==> src/rtl/regex_instr_cache.sv <==
// regex_instr_cache: direct-mapped, read-only instruction cache, one word per line, one
// outstanding miss at a time. Sits between the regex CPU fetch port and the shared
// instruction memory.
//
// Ports:
//   clk, rst           clock; synchronous active-low reset
//   cpu_valid/addr     fetch request (held until cpu_ready)
//   cpu_ready/data     one-cycle response strobe and fetched word (cpu_data holds afterwards)
//   mem_valid/addr     miss request to backing memory (transfer on mem_valid && mem_ready)
//   mem_ready          backing memory accepts the request
//   mem_data/valid     refill word and its strobe (only honoured while waiting for a refill)
//   invalidate         flush all lines; deferred to the next idle cycle if a fetch is active
//   busy               high whenever the controller is not idle
//
// Optional feature: define REGEX_ICACHE_STATS_EN to add saturating hit_count/miss_count
// outputs, cleared by reset and by an applied flush.
module regex_instr_cache #(
  parameter int unsigned MEMORY_WIDTH      = 16,
  parameter int unsigned MEMORY_ADDR_WIDTH = 11,
  parameter int unsigned CACHE_INDEX_BITS  = 4
) (
  input  logic                         clk,
  input  logic                         rst,
  input  logic                         cpu_valid,
  input  logic [MEMORY_ADDR_WIDTH-1:0] cpu_addr,
  output logic                         cpu_ready,
  output logic [MEMORY_WIDTH-1:0]      cpu_data,
  output logic                         mem_valid,
  output logic [MEMORY_ADDR_WIDTH-1:0] mem_addr,
  input  logic                         mem_ready,
  input  logic [MEMORY_WIDTH-1:0]      mem_data,
  input  logic                         mem_data_valid,
  input  logic                         invalidate,
  output logic                         busy
`ifdef REGEX_ICACHE_STATS_EN
  ,
  output logic [31:0]                  hit_count,
  output logic [31:0]                  miss_count
`endif
);

  localparam int unsigned Lines = 2 ** CACHE_INDEX_BITS;
  localparam int unsigned TagW  = MEMORY_ADDR_WIDTH - CACHE_INDEX_BITS;

  typedef enum logic [2:0] {
    StIdle,
    StLookup,
    StMissReq,
    StMissWait,
    StRespond
  } state_e;

  state_e                       state_q, state_d;
  logic [MEMORY_ADDR_WIDTH-1:0] addr_q, addr_d;
  logic [Lines-1:0]             valid_q, valid_d;
  logic                         flush_pend_q, flush_pend_d;
  logic [MEMORY_WIDTH-1:0]      rdata_q, rdata_d;

  // Tag/data storage needs no reset: valid_q gates every use.
  logic [TagW-1:0]              tag_arr [Lines];
  logic [MEMORY_WIDTH-1:0]      data_arr [Lines];

  logic [CACHE_INDEX_BITS-1:0]  idx;
  logic [TagW-1:0]              tag;
  logic                         hit;
  logic                         refill_we;
  logic                         flush_apply;
  logic                         lookup_hit;
  logic                         lookup_miss;

  assign idx = addr_q[CACHE_INDEX_BITS-1:0];
  assign tag = addr_q[MEMORY_ADDR_WIDTH-1:CACHE_INDEX_BITS];
  assign hit = valid_q[idx] && (tag_arr[idx] == tag);

  always_comb begin
    state_d      = state_q;
    addr_d       = addr_q;
    valid_d      = valid_q;
    flush_pend_d = flush_pend_q;
    rdata_d      = rdata_q;
    refill_we    = 1'b0;
    flush_apply  = 1'b0;
    lookup_hit   = 1'b0;
    lookup_miss  = 1'b0;

    // A flush requested mid-fetch waits for idle so the in-flight refill lands first.
    if (state_q != StIdle && invalidate) begin
      flush_pend_d = 1'b1;
    end

    unique case (state_q)
      StIdle: begin
        if (flush_pend_q || invalidate) begin
          flush_apply  = 1'b1;
          valid_d      = '0;
          flush_pend_d = 1'b0;
        end else if (cpu_valid) begin
          addr_d  = cpu_addr;
          state_d = StLookup;
        end
      end
      StLookup: begin
        if (hit) begin
          lookup_hit = 1'b1;
          rdata_d    = data_arr[idx];
          state_d    = StRespond;
        end else begin
          lookup_miss = 1'b1;
          state_d     = StMissReq;
        end
      end
      StMissReq: begin
        if (mem_ready) begin
          state_d = StMissWait;
        end
      end
      StMissWait: begin
        if (mem_data_valid) begin
          refill_we    = 1'b1;
          valid_d[idx] = 1'b1;
          rdata_d      = mem_data;
          state_d      = StRespond;
        end
      end
      StRespond: begin
        state_d = StIdle;
      end
      default: begin
        state_d = StIdle;
      end
    endcase
  end

  always_ff @(posedge clk) begin
    if (!rst) begin
      state_q      <= StIdle;
      addr_q       <= '0;
      valid_q      <= '0;
      flush_pend_q <= 1'b0;
      rdata_q      <= '0;
    end else begin
      state_q      <= state_d;
      addr_q       <= addr_d;
      valid_q      <= valid_d;
      flush_pend_q <= flush_pend_d;
      rdata_q      <= rdata_d;
    end
  end

  always_ff @(posedge clk) begin
    if (rst && refill_we) begin
      tag_arr[idx]  <= tag;
      data_arr[idx] <= mem_data;
    end
  end

  assign cpu_ready = (state_q == StRespond);
  assign cpu_data  = rdata_q;
  assign mem_valid = (state_q == StMissReq);
  assign mem_addr  = addr_q;
  assign busy      = (state_q != StIdle);

`ifdef REGEX_ICACHE_STATS_EN
  logic [31:0] hit_cnt_q, hit_cnt_d;
  logic [31:0] miss_cnt_q, miss_cnt_d;

  always_comb begin
    hit_cnt_d  = hit_cnt_q;
    miss_cnt_d = miss_cnt_q;
    if (flush_apply) begin
      hit_cnt_d  = '0;
      miss_cnt_d = '0;
    end else begin
      if (lookup_hit && hit_cnt_q != '1) begin
        hit_cnt_d = hit_cnt_q + 32'd1;
      end
      if (lookup_miss && miss_cnt_q != '1) begin
        miss_cnt_d = miss_cnt_q + 32'd1;
      end
    end
  end

  always_ff @(posedge clk) begin
    if (!rst) begin
      hit_cnt_q  <= '0;
      miss_cnt_q <= '0;
    end else begin
      hit_cnt_q  <= hit_cnt_d;
      miss_cnt_q <= miss_cnt_d;
    end
  end

  assign hit_count  = hit_cnt_q;
  assign miss_count = miss_cnt_q;
`endif

endmodule
==> config.mk <==
export PLATFORM = sky130hd
export DESIGN_NAME = regex_instr_cache
export DESIGN_NICKNAME = d
export VERILOG_FILES = /design/src/rtl/regex_instr_cache.sv
export SDC_FILE = /design/constraint.sdc
export NUM_CORES = 1
export LEC_CHECK = 0
export ABC_AREA = 0
export BUFFER_PORTS_ARGS = -buffer_cell sky130_fd_sc_hd__buf_2
export CAP_MARGIN = 20
export CORE_ASPECT_RATIO = 1.75
export CORE_MARGIN = 2
export CORE_UTILIZATION = 45
export DETAILED_ROUTE_END_ITERATION = 16
export GPL_TIMING_DRIVEN = 0
export PLACE_DENSITY_LB_ADDON = 0.12
export SYNTH_ARGS = -nofsm -noshare
export SYNTH_HDL_FRONTEND = slang
export SYNTH_SLANG_ARGS = --single-unit
==> constraint.sdc <==
create_clock -name clk -period 7.3 [get_ports clk]
set_input_delay 1.46 -clock clk [delete_from_list [all_inputs] [get_ports clk]]
set_output_delay 1.46 -clock clk [all_outputs]
set_load 0.01 [all_outputs]
==> results.cfg <==
[logic_synthesis]
synth_fa_ha_area_share_pct = 0
ys.flop_type = edfxtp_1
synth_nets = 939
synth_seq_cells = 419
yosys_warnings = 0
avgSynthCellArea_um2 = 18.3
muxShareOfSynthArea_pct = 14.4
synth_area_um2 = 16600
ys_seq_area_share_pct = 72.8
yosysUniqueCellTypes = 46
synth_compound_area_share_pct = 5.66
synthXorXnorAreaFrac_pct = 0.581
syn_inst = 906
synthSimpleGateAreaFrac_pct = 4.22
synth_top_family_by_area = multiplexers
synth_edf_count = 368
synthArstFlopShare_pct = 0

[cells_and_area]
multiInputGateArea_um2 = 4240
n_fill_cell = 3033
final_core_util_pct = 52.4
final_area_um2 = 19100
antenna_cells = 0
final_cells = 1524
drive_above_1_share_pct = 24.4
nNetsFinal = 1055
final_cell_mix = edfxtp_1 (368), mux4_2 (78), buf_2 (74)
mostFrequentLayoutCell = edfxtp_1
seq_area_um2 = 12100
syn_to_final_growth_pct = 15.4

[place]
placedCellCount = 1458
placed_area_um2 = 18000
place_ws_ns = 3.01
gp_congestion = 0.817
io_buffer_count = 61
detailed_place_hpwl_mm = 28.5

[worst_setup_path]
cp_num_buf_inv = 2
required_ns = 7.78
crit_family = simple AND/OR/NAND/NOR gates
critPathSlowestCell = nor2_1
worstSetupPathType = in2reg
cp.arrival_ns = 4.22
reg2reg_to = cpu_data[11]
path_cells = clkbuf_1, nand4bb_1, nor2_1, clkbuf_1, o211ai_1, o221ai_1, and4_1, a32oi_1, o21ai_2
r2r_setup_slack_ns = 3.70
critPathMaxFanout = 10
crit_path_start_kind = input port
setup.worst_path.end_class = flip-flop
cp_common_cell = clkbuf_1
r2r_cells = 11
max_stage_delay_ns = 0.66

[route]
drt_iter0_drc = 514
antenna_left = 0
drt-met1-wl_mm = 15.0
route.top_layer_used = met4
drt-total-wl_mm = 40.9
drt-pass1-iter-count = 6
wl_met2_mm = 23.6
vias_per_cell = 5.75
avgRoutedWirePerCell_um = 26.8
wl_met3_mm = 1.41
drc_errors = 0
vias = 8757

[min_path]
hold_class = reg2reg
min_to = valid_q[13]
min_path_cells = 2
hp-start = valid_q[13]

[job]
max-cap-violations = 0

[sta]
worst_slack_ns = 3.56
worst_pin_slew_ns = 1.11
timing.final.max_slew_violations = 0
clock.fmax_mhz = 267
finalCriticalPeriod_ns = 3.74
maxSlewHeadroom_pct = 25.4
finalSetupTns_ns = 0
rsz0062_at_grt = no
finalHoldViolCount = 0
finalCritPeriodShare_pct = 51.2
holdWs_ns = 0.465
setup_viol = 0
skew_ns = 0.0102

[pwr]
peakVddDrop_mv = 0.188
power.switching_mw = 1.18
p_per_area_nw_per_um2 = 261
power_mw = 5.00
p_int_mw = 3.83
p_seq_share_pct = 53.7
pwr-share-clk_pct = 37.4
leakage_nw = 6.22
combPwrFrac_pct = 8.9
netSwitchingFraction_pct = 23.5

[floorplanning]
rows = 93
die_width_um = 149
ioPinCount = 63
die_h_um = 258
core-area_um2 = 36500
die-area_um2 = 38500
initial_utilization_pct = 45.4

[cts]
numClockSinks = 419
path_clk_slew_ns = 0.06
clk_path_buf_depth = 3
cts_tree = yes
cts_made_buffers = 37
h-tree-depth = 2
cts_resized = 0
cts_root_buffer = clkbuf_16
insertion_delay_ns = 0.54
postCtsSetupRepairBufs = 0
cts_hold_buf = 0

[status]
status = finished, final reports clean

[grt]
grt_pass1_vias = 9296
grt_first_pass_wirelength_mm = 60.5
overflow = 0
grt_max_degree = 22
grt.total_usage_pct = 21.8
antenna_found_initial = 0
-- power by group through the flow --
stage / Sequential, mW / Clock, mW / Combinational [mW]
after detailed placement: 2.74 / 0 / 0.454
after CTS: 2.68 / 1.91 / 0.455
after global routing: 2.69 / 1.99 / 0.485
after global placement: 2.74 / 0 / 0.443
after floorplan: 2.73 / 0 / 0.280
final: 2.68 / 1.87 / 0.447
-- logic make-up after synthesis --
logic type,Yosys count
AOI/OAI and AO/OA,124
xor gates and xnor gates,11
buffers and inverters,88
DFF,419
muxes,134
and+or+nand+nor,130
-- flip-flops by register name (all words and copies together), names as in the netlist, named ones only --
name	cells
flush_pend_q	1
valid_q	16
tag_arr	112
state_q	3
data_arr	256
cpu_data	16
mem_addr	11
-- synthesized netlist by cell type (3+ instances only) --
master,n,area [µm²]
a22oi_1,16,120
buf_4,5,37.5
o221ai_1,16,140
o21ai_2,10,87.6
a32oi_1,15,131
a22o_1,16,140
nand3_1,24,120
nor2_1,42,158
xor2_1,6,52.6
edfxtp_1,368,11100
and3_1,4,25.0
mux2i_1,51,510
dfxtp_1,51,1020
and4_1,15,131
o211ai_1,15,113
a21oi_1,19,95.1
o21ai_0,10,50.1
inv_1,35,131
mux4_1,4,105
xnor2_1,5,43.8
buf_2,13,65.1
nand2_1,10,37.5
clkbuf_1,29,109
nor2b_1,20,125
nand2b_1,3,18.8
mux4_2,78,1760
-- worst min-delay path, delay by kind of cell (launching register included) --
kind,cells,cell delay [ns]
flip-flops,1,0.33
AND/OR/NAND/NOR,1,0.06
AO/OA/AOI/OAI,1,0.04
-- cell type report --
cell class                      count  area share, %
Sequential cell                   419           63.0
Multi-Input combinational cell    399           22.1
Clock buffer                       42           5.21
Timing Repair Buffer               77           3.74
Tap cell                          475           3.10
Buffer                             52           1.37
Inverter                           36          0.706
Clock inverter                     24          0.699
-- layer usage --
metal | vias up | GRT usage (%)
met1 | 4593 | 24.9
met5 | - | 0
met4 | 0 | 6.24
met2 | 202 | 42.1
li1 | 3912 | -
met3 | 50 | 2.70
-- worst max path at each step --
stage	start	to	cells after the start
2_1_floorplan	rst	data_arr[15][0]	4
3_3_place_gp	mem_data_valid	data_arr[12][15]	5
3_5_place_dp	rst	cpu_data[10]	9
4_1_cts	rst	cpu_data[10]	9
5_1_grt	rst	cpu_data[10]	9
6_report	rst	cpu_data[11]	9
Note: power is estimated with default switching activity, not from simulation.
